$ cat src/rtl/ov9281_pkg.sv
// Shared types for the OV9281 DVP capture path.
// FSM state encoding and pixel-packing helpers.
package ov9281_pkg;

    typedef enum logic [1:0] {
        IDLE,
        WAIT_SOF,
        ACTIVE,
        DROP
    } capture_state_t;

    function automatic int ppw(input int data_width);
        return data_width / 8;
    endfunction

    function automatic int ppw_cnt_w(input int data_width);
        return (ppw(data_width) > 1) ? $clog2(ppw(data_width)) : 1;
    endfunction

endpackage

$ cat src/rtl/ov9281_capture_fifo.sv
// Show-ahead FIFO for packed capture words.
// Head entry is visible whenever empty is low.
module ov9281_capture_fifo #(
    parameter int  DEPTH   = 16,
    parameter type entry_t = logic [7:0]
) (
    input  logic   clk,
    input  logic   rst,
    input  logic   push,
    input  entry_t wdata,
    input  logic   pop,
    output entry_t rdata,
    output logic   full,
    output logic   empty
);

    localparam int AW = $clog2(DEPTH);

    if (DEPTH < 4 || (DEPTH & (DEPTH - 1)) != 0) begin : g_bad_depth
        $error("DEPTH must be a power of two, at least 4");
    end

    entry_t mem [DEPTH];
    logic [AW:0] wr_ptr;
    logic [AW:0] rd_ptr;
    logic do_push;
    logic do_pop;

    assign empty = (wr_ptr == rd_ptr);
    assign full  = (wr_ptr[AW] != rd_ptr[AW]) &&
                   (wr_ptr[AW-1:0] == rd_ptr[AW-1:0]);

    // A pop in the same cycle frees the slot, so a full push is still taken.
    assign do_pop  = pop & ~empty;
    assign do_push = push & (~full | do_pop);

    always_ff @(posedge clk or posedge rst) begin
        if (rst) begin
            wr_ptr <= '0;
            rd_ptr <= '0;
        end else begin
            if (do_push) wr_ptr <= wr_ptr + 1'b1;
            if (do_pop)  rd_ptr <= rd_ptr + 1'b1;
        end
    end

    always_ff @(posedge clk) begin
        if (do_push) mem[wr_ptr[AW-1:0]] <= wdata;
    end

    assign rdata = mem[rd_ptr[AW-1:0]];

endmodule

$ cat src/rtl/ov9281_capture.sv
// OV9281 DVP pixel capture: sync, pack, buffer and stream out.
// Frame/line statistics and sticky overflow reporting.
module ov9281_capture
    import ov9281_pkg::*;
#(
    parameter int CLK_SPEED  = 50000000,
    parameter int DATA_WIDTH = 32,
    parameter int FIFO_DEPTH = 16,
    parameter int LINE_CNT_W = 16
) (
    input  logic                  i_clk,
    input  logic                  i_rst,
    input  logic                  i_pclk,
    input  logic                  i_vsync,
    input  logic                  i_href,
    input  logic [7:0]            i_data,
    input  logic                  i_enable,
    output logic [DATA_WIDTH-1:0] o_tdata,
    output logic                  o_tvalid,
    input  logic                  i_tready,
    output logic                  o_tuser,
    output logic                  o_tlast,
    output logic                  o_frame_done,
    output logic                  o_overflow,
    output logic [LINE_CNT_W-1:0] o_line_count,
    output logic [LINE_CNT_W-1:0] o_pixel_count
);

    localparam int PPW   = ppw(DATA_WIDTH);
    localparam int CNT_W = ppw_cnt_w(DATA_WIDTH);

    if (DATA_WIDTH < 8 || (DATA_WIDTH % 8) != 0) begin : g_bad_dw
        $error("DATA_WIDTH must be a non-zero multiple of 8");
    end
    if (CLK_SPEED < 4) begin : g_bad_clk
        $error("CLK_SPEED must allow PCLK <= CLK_SPEED/4");
    end

    typedef struct packed {
        logic [DATA_WIDTH-1:0] tdata;
        logic                  tuser;
        logic                  tlast;
    } fifo_entry_t;

    capture_state_t state;
    capture_state_t state_next;

    logic [2:0] pclk_q;
    logic [2:0] vsync_q;
    logic [2:0] href_q;
    logic [7:0] data_s1;
    logic [7:0] data_s2;
    logic [7:0] data_s3;

    logic pclk_rise;
    logic vs_rise;
    logic vs_fall;
    logic href_fall;
    logic pix_evt;
    logic line_end;
    logic sof;
    logic eof;

    logic [DATA_WIDTH-1:0] acc;
    logic [DATA_WIDTH-1:0] acc_next;
    logic [CNT_W-1:0]      acc_cnt;
    logic                  acc_full;
    logic [DATA_WIDTH-1:0] held_word;
    logic                  held;
    logic                  first;
    logic [LINE_CNT_W-1:0] line_pix;

    logic        push_req;
    fifo_entry_t push_entry;
    fifo_entry_t rd_entry;
    logic        fifo_full;
    logic        fifo_empty;
    logic        pop;
    logic        ovf_evt;

    always_ff @(posedge i_clk or posedge i_rst) begin
        if (i_rst) begin
            pclk_q  <= '0;
            vsync_q <= '0;
            href_q  <= '0;
            data_s1 <= '0;
            data_s2 <= '0;
            data_s3 <= '0;
        end else begin
            pclk_q  <= {pclk_q[1:0], i_pclk};
            vsync_q <= {vsync_q[1:0], i_vsync};
            href_q  <= {href_q[1:0], i_href};
            data_s1 <= i_data;
            data_s2 <= data_s1;
            data_s3 <= data_s2;
        end
    end

    assign pclk_rise = pclk_q[1] & ~pclk_q[2];
    assign vs_rise   = vsync_q[1] & ~vsync_q[2];
    assign vs_fall   = ~vsync_q[1] & vsync_q[2];
    assign href_fall = ~href_q[1] & href_q[2];

    assign pix_evt  = (state == ACTIVE) & pclk_rise & href_q[1];
    assign line_end = (state == ACTIVE) & href_fall;

    assign pop     = ~fifo_empty & i_tready;
    assign ovf_evt = push_req & fifo_full & ~pop;

    always_comb begin
        state_next = state;
        sof        = 1'b0;
        eof        = 1'b0;
        unique case (state)
            IDLE: begin
                if (i_enable) state_next = WAIT_SOF;
            end
            WAIT_SOF: begin
                if (vs_fall) begin
                    sof        = i_enable;
                    state_next = i_enable ? ACTIVE : IDLE;
                end
            end
            ACTIVE: begin
                if (vs_rise) begin
                    eof        = 1'b1;
                    state_next = WAIT_SOF;
                end else if (ovf_evt) begin
                    state_next = DROP;
                end
            end
            DROP: begin
                if (vs_rise) state_next = WAIT_SOF;
            end
            default: state_next = IDLE;
        endcase
    end

    always_ff @(posedge i_clk or posedge i_rst) begin
        if (i_rst) state <= IDLE;
        else       state <= state_next;
    end

    assign acc_next = acc | (DATA_WIDTH'(data_s3) << {acc_cnt, 3'b000});
    assign acc_full = (acc_cnt == CNT_W'(PPW - 1));

    // Full words wait for the next pixel or HREF fall so tlast is known.
    always_ff @(posedge i_clk or posedge i_rst) begin
        if (i_rst) begin
            acc        <= '0;
            acc_cnt    <= '0;
            held       <= 1'b0;
            held_word  <= '0;
            first      <= 1'b1;
            line_pix   <= '0;
            push_req   <= 1'b0;
            push_entry <= '0;
        end else begin
            push_req <= 1'b0;
            if (state_next != ACTIVE) begin
                acc      <= '0;
                acc_cnt  <= '0;
                held     <= 1'b0;
                first    <= 1'b1;
                line_pix <= '0;
            end else if (pix_evt) begin
                if (held) begin
                    push_req         <= 1'b1;
                    push_entry.tdata <= held_word;
                    push_entry.tuser <= first;
                    push_entry.tlast <= 1'b0;
                    first            <= 1'b0;
                end
                held <= acc_full;
                if (acc_full) begin
                    held_word <= acc_next;
                    acc       <= '0;
                    acc_cnt   <= '0;
                end else begin
                    acc     <= acc_next;
                    acc_cnt <= acc_cnt + 1'b1;
                end
                if (line_pix != '1) line_pix <= line_pix + 1'b1;
            end else if (line_end) begin
                if (acc_cnt != '0 || held) begin
                    push_req         <= 1'b1;
                    push_entry.tdata <= (acc_cnt != '0) ? acc : held_word;
                    push_entry.tuser <= first;
                    push_entry.tlast <= 1'b1;
                    first            <= 1'b0;
                end
                acc      <= '0;
                acc_cnt  <= '0;
                held     <= 1'b0;
                line_pix <= '0;
            end
        end
    end

    always_ff @(posedge i_clk or posedge i_rst) begin
        if (i_rst) begin
            o_frame_done  <= 1'b0;
            o_overflow    <= 1'b0;
            o_line_count  <= '0;
            o_pixel_count <= '0;
        end else begin
            o_frame_done <= eof;
            if (sof)          o_overflow <= 1'b0;
            else if (ovf_evt) o_overflow <= 1'b1;
            if (sof) begin
                o_line_count <= '0;
            end else if (line_end && line_pix != '0) begin
                if (o_line_count != '1) o_line_count <= o_line_count + 1'b1;
                o_pixel_count <= line_pix;
            end
        end
    end

    ov9281_capture_fifo #(
        .DEPTH   (FIFO_DEPTH),
        .entry_t (fifo_entry_t)
    ) u_fifo (
        .clk   (i_clk),
        .rst   (i_rst),
        .push  (push_req),
        .wdata (push_entry),
        .pop   (pop),
        .rdata (rd_entry),
        .full  (fifo_full),
        .empty (fifo_empty)
    );

    assign o_tvalid = ~fifo_empty;
    assign o_tdata  = fifo_empty ? '0 : rd_entry.tdata;
    assign o_tuser  = ~fifo_empty & rd_entry.tuser;
    assign o_tlast  = ~fifo_empty & rd_entry.tlast;

endmodule
$ cat config.mk
export PLATFORM = sky130hd
export DESIGN_NAME = ov9281_capture
export DESIGN_NICKNAME = d
export VERILOG_FILES = /design/src/rtl/ov9281_pkg.sv /design/src/rtl/ov9281_capture_fifo.sv /design/src/rtl/ov9281_capture.sv
export SDC_FILE = /design/constraint.sdc
export NUM_CORES = 1
export LEC_CHECK = 0
export BUFFER_PORTS_ARGS = -buffer_cell sky130_fd_sc_hd__buf_4
export CAP_MARGIN = 0
export CORE_ASPECT_RATIO = 1.4
export CORE_MARGIN = 2
export CORE_UTILIZATION = 55
export DETAILED_ROUTE_END_ITERATION = 10
export PLACE_DENSITY = 0.81
export SYNTH_ARGS = -nofsm -noshare
export SYNTH_HDL_FRONTEND = slang
export SYNTH_HIERARCHICAL = 1
export SYNTH_SLANG_ARGS = --single-unit
$ cat constraint.sdc
create_clock -name i_clk -period 11.9 [get_ports i_clk]
set_input_delay 2.38 -clock i_clk [delete_from_list [all_inputs] [get_ports i_clk]]
set_output_delay 2.38 -clock i_clk [all_outputs]
set_load 0.01 [all_outputs]
==> summary.txt, run 1 <==
Clocking
  – CTS tree: yes
  – Clock Tree Buf Depth: 3
  – Post-CTS setup buffer count: 0
  – Number of gates resized after cts: 0
  – Num Clock Sinks: 742
  – Number of H-tree branching levels: 3
  – Number of buffers added by the clock tree synthesis step: 66
  – Clock transition time at the flip-flop clock pins of the worst setup and hold paths: 0.06 ns
  – CTS hold repair buffers: 0
  – CTS Root Buffer Type: sky130_fd_sc_hd__clkbuf_16
  – Clock latency on the worst-skew pair: 0.60 ns

Cells and area
  – Post-layout instance count excluding filler cells: 2484
  – Layout area overhead: 12.1%
  – Fraction of layout instances using a drive strength above 1: 0.254
  – Utilization after layout: 0.620
  – Sequential standard cell area: 0.0213 sq mm
  – Footprint of the multi-input gates: 0.00748 sq mm
  – Final instance area: 0.0328 sq mm
  – Layout filler cell count: 3590
  – Antenna Diode Count: 0
  – Nets: 1742

STA
  – Total negative slack: 0 ns
  – Max-Slew Margin vs Limit: 0.216
  – Clock tree skew after final layout: 0.0274 ns
  – Achievable clock frequency: 0.159 GHz
  – Setup-violating endpoint count in the final report: 0
  – Final Slew Violations: 0
  – Final worst-path cycle share: 0.528
  – Post-route minimum period: 6.28 ns
  – RSZ-0062 raised after global routing: false
  – Pin slew with the least headroom to its limit: 1.18 ns
  – Final Hold Fails: 0
  – Worst hold slack after final layout: 0.348 ns
  – Final Worst Setup Slack: 5.62 ns

Global route
  – Largest net degree at the start of global routing: 141
  – Met3 Track Usage GR: 0.0407
  – Met2 Track Usage GR: 0.412
  – Total congestion overflow after global routing: 0
  – Initial antenna violation count: 0
  – Met1 routing resource usage after global routing: 0.318
  – Global-route wire length before repair: 99900 um
  – GRT Resource Usage Total: 0.246
  – Most used routing layer: met2
  – Vias in the first global route: 16200

Placed design
  – Placer Congestion: 0.785
  – DP Area: 0.0306 sq mm
  – Port-buffer cells: 83
  – DP Cell Count: 2363
  – Placement Setup Slack: 6.13 ns
  – Sum of net half-perimeters after detailed placement: 34500 um

Pwr
  – Power share of the clock group: 0.356
  – Worst voltage drop across the vdd grid: 0.129 mV
  – Comb pwr share: 0.157
  – Reg power frac: 0.487
  – Leakage: 12.8 nW
  – Overall Power: 6.00 mW
  – Internal Dissipation: 4.41 mW
  – Switching pwr: 1.59 mW
  – Power density cells: 183 mW/mm^2
  – Switching power share of the total: 0.265

Job
  – Number of violations of the max-capacitance limit: 0

Logic synthesis
  – Cell area after technology mapping: 0.0292 sq mm
  – List of most frequent post-synthesis cells: sky130_fd_sc_hd__edfxtp_1, sky130_fd_sc_hd__dfrtp_1, sky130_fd_sc_hd__mux4_2
  – Portion of the post-synthesis area used by sequential elements: 0.729
  – Async set-reset flop share out of synthesis: 0.267
  – Number of enable-type register cells in the synthesized netlist: 544
  – Netlist cell types: 72
  – Mean Syn Cell Area: 18.0 sq um
  – Cell accounting for the most synthesized area: sky130_fd_sc_hd__edfxtp_1
  – Yosys top cell area share: 0.559
  – Dominant cell by count in the synthesized netlist: sky130_fd_sc_hd__edfxtp_1
  – Top flip-flop cell by instance count after synthesis: sky130_fd_sc_hd__edfxtp_1
  – Seq cells post-synth: 742
  – Synth warnings: 6
  – Number of instances in the synthesized netlist: 1624
  – Total nets after synthesis: 1649
  – Cell types with the largest area share after synthesis: sky130_fd_sc_hd__edfxtp_1, sky130_fd_sc_hd__dfrtp_1, sky130_fd_sc_hd__mux4_2, sky130_fd_sc_hd__mux2_2, sky130_fd_sc_hd__a22oi_1

Route
  – Number of DRC violations after detailed routing: 0
  – Initial DRC Count: 1619
  – Number of routed nets with antenna violations: 0
  – WL final: 66200 um
  – Number of vias in the routed layout: 15900
  – Wire length per cell: 26.7 um
  – Number of detailed-routing iterations run before antenna repair: 7
  – Average vias per placed instance: 6.39

Critical path
  – Maximum fanout count along the critical path: 52
  – Critical path type: reg2out
  – Kind of capture point of the worst setup path: output pin
  – Critical path data arrival time: 3.90 ns
  – Category of the worst setup path launch point: flop
  – Data required time at the worst endpoint: 9.52 ns

Die
  – Die width: 199 um
  – Core outline area: 0.0528 sq mm
  – Die area: 0.0550 sq mm
  – Initial Util: 0.553
  – Row Count: 100
  – Die span in y: 277 um
  – Top Ports: 84

Run status
  – Result of the run: finished clean

Worst hold path
  – Path type of the worst min-delay path: reg2reg
==> layer usage <==
layer  part of all wire  wire length, um  vias up
li1                   -                -     6632
met1               0.36            24100     8194
met2               0.51            33800      849
met3              0.080             5330      197
met4              0.045             2980        0
met5                  0                0        -
==> cells in the final DEF, fill, tap and decap left out, types with 21 or more instances in the layout <==
master,instances
sky130_fd_sc_hd__edfxtp_1,544
sky130_fd_sc_hd__clkbuf_16,69
sky130_fd_sc_hd__mux2_2,57
sky130_fd_sc_hd__buf_4,113
sky130_fd_sc_hd__a21oi_1,83
sky130_fd_sc_hd__o21ai_0,43
sky130_fd_sc_hd__mux2_1,21
sky130_fd_sc_hd__dfrtp_1,195
sky130_fd_sc_hd__a22oi_1,68
sky130_fd_sc_hd__mux4_2,136
sky130_fd_sc_hd__nand2_1,122
sky130_fd_sc_hd__nor2b_1,36
==> critical path: stages (launching register included) <==
cell	delay, ns
sky130_fd_sc_hd__dfrtp_4	1.10
sky130_fd_sc_hd__buf_4	0.87
sky130_fd_sc_hd__mux4_2	0.62
sky130_fd_sc_hd__a22oi_1	0.23
sky130_fd_sc_hd__nand2_1	0.13
sky130_fd_sc_hd__nor2b_1	0.15
sky130_fd_sc_hd__buf_4	0.17
==> final cells by class <==
cell class	count	area share
clock buffer	88	0.0570
multi-input combinational	781	0.228
clock inverter	33	0.00966
inverter	13	0.00172
timing repair buffer	113	0.0259
sequential	742	0.650
tap	714	0.0273
==> kinds of logic after synthesis <==
family | share of synthesized area
mux | 0.137
buf+inv | 0.0186
fa+ha+maj | 0.00428
xor+xnor | 0.00390
simple gates | 0.0540
compound gates | 0.0540
flops | 0.729
==> flip-flops by register name, summed over array words and instances (netlist names), 5 cells and up <==
register,cells
data_s3,8
acc,32
push_entry,34
o_pixel_count,16
held_word,32
u_fifo/rd_ptr,5
data_s1,8
data_s2,8
line_pix,16
u_fifo/wr_ptr,5
u_fifo/mem,544
o_line_count,16
==> power groups by stage <==
stage	Clock [mW]	Sequential [mW]	Combinational, mW
5_1_grt	2.25	2.94	1.00
3_5_place_dp	0	2.98	0.947
6_report	2.13	2.92	0.942
3_3_place_gp	0	2.98	0.936
4_1_cts	2.16	2.93	0.954
2_1_floorplan	0	2.87	0.753
==> worst paths after layout <==
path / depth (start not counted) / slack, ns / start / end
worst max-delay path: 6 / 5.62 / u_fifo/rd_ptr[0] / o_tdata[24]
worst min-delay path: 0 / 0.35 / data_s1[6] / data_s2[6]
worst max register to register: 9 / 7.01 / u_fifo/rd_ptr[1] / u_fifo/mem[10][23]
worst min register to register: 0 / 0.35 / data_s1[6] / data_s2[6]
max in group asynchronous: 3 / 8.63 / i_rst / push_entry[24]
min in group asynchronous: 2 / 1.85 / i_rst / u_fifo/rd_ptr[1]
Power figures use the tool's default switching activity.
==> run 2, diff against run 1 <==
==> constraint.sdc (replaced) <==
create_clock -name i_clk -period 6.45 [get_ports i_clk]
set_input_delay 1.29 -clock i_clk [delete_from_list [all_inputs] [get_ports i_clk]]
set_output_delay 1.29 -clock i_clk [all_outputs]
set_load 0.01 [all_outputs]
==> run 2 against run 1 <==
  * Sequential share of layout area is 0.31 points lower
  * Via count hardly changed
  * Wire length is 3.0% higher
  * Clock-buffer cell count is 10 higher
  * Clock power is 99% higher
  * Register-to-register slack worse by 5.4 ns
  * Worst setup slack worse by 4.4 ns
  * Power is 90% higher
==> summary.txt, run 2 (synthesis results as in run 1) <==
Clocking
  – Number of gates resized after cts: 0 (unchanged)
  – Clock transition time at the flip-flop clock pins of the worst setup and hold paths: 0.06 ns (about the same)
  – Number of H-tree branching levels: 3 (unchanged)
  – Clock latency on the worst-skew pair: 0.62 ns (+0.02 ns)
  – Num Clock Sinks: 742 (unchanged)
  – CTS hold repair buffers: 0 (unchanged)
  – Clock Tree Buf Depth: 3 (unchanged)
  – Post-CTS setup buffer count: 0 (unchanged)
  – Number of buffers added by the clock tree synthesis step: 68 (+3.0%)
  – CTS tree: yes
  – CTS Root Buffer Type: sky130_fd_sc_hd__clkbuf_16

Pwr
  – Overall Power: 11.4 mW (+90%)
  – Switching power share of the total: 0.262 (-0.00240)
  – Worst voltage drop across the vdd grid: 0.305 mV (+140%)
  – Power share of the clock group: 0.371 (+0.015)
  – Internal Dissipation: 8.40 mW (+90%)
  – Power density cells: 346 mW/mm^2 (+89%)
  – Leakage: 12.8 nW (+0.42%)
  – Reg power frac: 0.471 (-0.016)
  – Comb pwr share: 0.157 (about the same)
  – Switching pwr: 2.98 mW (+88%)

Placed design
  – Placement Setup Slack: 1.74 ns (-4.39 ns)
  – Placer Congestion: 0.809 (+3.1%)
  – Port-buffer cells: 83 (unchanged)
  – Sum of net half-perimeters after detailed placement: 37300 um (+8.0%)

Cells and area
  – Most frequent standard cell in the layout excluding fill and tap cells: sky130_fd_sc_hd__edfxtp_1
  – Number of flip-flops in the largest register: 544 (unchanged)
  – Antenna Diode Count: 0 (unchanged)
  – Most frequent cells in the layout: sky130_fd_sc_hd__edfxtp_1, sky130_fd_sc_hd__dfrtp_1, sky130_fd_sc_hd__mux4_2, sky130_fd_sc_hd__nand2_1, sky130_fd_sc_hd__buf_4
  – Fraction of layout instances using a drive strength above 1: 0.253 (-0.00113)
  – Layout area overhead: 12.6%
  – Utilization after layout: 0.623 (+0.00296)
  – Nets: 1742 (unchanged)
  – Sequential standard cell area: 0.0213 sq mm (unchanged)
  – Layout filler cell count: 3614 (+0.67%)
  – Footprint of the multi-input gates: 0.00748 sq mm (unchanged)

Route
  – Average vias per placed instance: 6.39 (about the same)
  – Initial DRC Count: 1636 (+1.1%)
  – Number of detailed-routing iterations run before antenna repair: 5 (-2)
  – Number of DRC violations after detailed routing: 0 (unchanged)
  – WL final: 68200 um (+3.0%)
  – Number of vias in the routed layout: 15900 (-0.025%)
  – Wire length per cell: 27.5 um (+3.0%)
  – Number of routed nets with antenna violations: 0 (unchanged)

Die
  – Core outline area: 0.0528 sq mm (unchanged)
  – Initial Util: 0.553 (unchanged)
  – Top Ports: 84 (unchanged)
  – Die span in y: 277 um (unchanged)
  – Row Count: 100 (unchanged)
  – Die area: 0.0550 sq mm (unchanged)
  – Die width: 199 um (unchanged)

STA
  – Final Hold Fails: 0 (unchanged)
  – Achievable clock frequency: 0.190 GHz
  – Final Slew Violations: 0 (unchanged)
  – Setup-violating endpoint count in the final report: 0 (unchanged)
  – Pin slew with the least headroom to its limit: 1.21 ns (+0.0379 ns)
  – Final Worst Setup Slack: 1.18 ns (-4.44 ns)
  – RSZ-0062 raised after global routing: false
  – Final worst-path cycle share: 0.816
  – Max-Slew Margin vs Limit: 0.189 (-0.0270)
  – Clock tree skew after final layout: 0.0319 ns (+0.00453 ns)
  – Post-route minimum period: 5.27 ns
  – Total negative slack: 0 ns (unchanged)

Critical path
  – Critical path data arrival time: 3.98 ns (+0.08 ns)
  – Flop2flop setup slack: 1.60 ns (-5.41 ns)
  – CP peak stage delay: 1.10 ns (about the same)
  – Worst reg-to-reg path cell count: 9 (unchanged)
  – Critical Path, Cell by Cell: buf_4 > mux4_2 > a22oi_1 > nand2_1 > nor2b_1 > buf_4
  – Cell with the largest stage delay on the worst path: sky130_fd_sc_hd__dfrtp_4
  – Data required time at the worst endpoint: 5.16 ns (-4.36 ns)
  – Critical path type: reg2out
  – Kind of capture point of the worst setup path: output pin
  – Dominant cell type by count on the critical path: sky130_fd_sc_hd__buf_4
  – Category of the worst setup path launch point: flop
  – Maximum fanout count along the critical path: 74 (+42%)

Job
  – Number of violations of the max-capacitance limit: 0 (unchanged)

Global route
  – GRT Resource Usage Total: 0.255 (+0.00845)
  – Largest net degree at the start of global routing: 122 (-13%)
  – Total congestion overflow after global routing: 0 (unchanged)
  – Vias in the first global route: 16600 (+2.7%)
  – Global-route wire length before repair: 103000 um (+3.0%)
  – Initial antenna violation count: 0 (unchanged)

Worst hold path
  – Path type of the worst min-delay path: reg2reg
  – Min-Delay Path Depth: 0 (unchanged)

Run status
  – Result of the run: finished clean
## run 2: critical path: cells and delay by family (launching register included)
kind / cells / cell delay, ns
multiplexers: 1 / 0.43
AND/OR/NAND/NOR: 2 / 0.25
AO/OA/AOI/OAI: 1 / 0.31
flip-flops: 1 / 1.10
buffers and inverters: 2 / 1.10
## run 2: final timing paths
kind | from | end
worst max-delay path | u_fifo/rd_ptr[1] | o_tdata[22]
min in group asynchronous | i_rst | u_fifo/rd_ptr[3]
worst min register to register | data_s1[4] | data_s2[4]
worst max register to register | u_fifo/rd_ptr[1] | u_fifo/mem[1][14]
max in group asynchronous | i_rst | state[1]
worst min-delay path | data_s1[4] | data_s2[4]
## run 2: metrics by stage
stage                     instance area [sq um]  hold WS, ns  std cells
after floorplan                           29200        0.331       1624
after global placement                    30600        0.335       2361
after detailed placement                  30600        0.335       2361
after CTS                                 32900        0.345       2484
after global routing                      32900        0.351       2484
final                                     32900        0.345       2484
## run 2: layout make-up
cell class	instances	area share
Multi-Input combinational cell	781	0.227
Tap cell	714	0.0271
Inverter	13	0.00171
Timing Repair Buffer	111	0.0257
Clock buffer	98	0.0601
Sequential cell	742	0.647
Clock inverter	25	0.0111
## run 2: per-layer routing
metal / global-route usage / routed length [um]
met5: 0 / 0
met4: 0.138 / 3450
met3: 0.0359 / 4870
met2: 0.434 / 36000
met1: 0.316 / 24000
## run 2: power groups by stage
stage / registers [mW] / clock network (mW) / logic (mW)
final: 5.37 / 4.23 / 1.79
after global routing: 5.38 / 4.46 / 1.89
after CTS: 5.37 / 4.29 / 1.80
after detailed placement: 5.46 / 0 / 1.78
after global placement: 5.46 / 0 / 1.75
after floorplan: 5.29 / 0 / 1.39
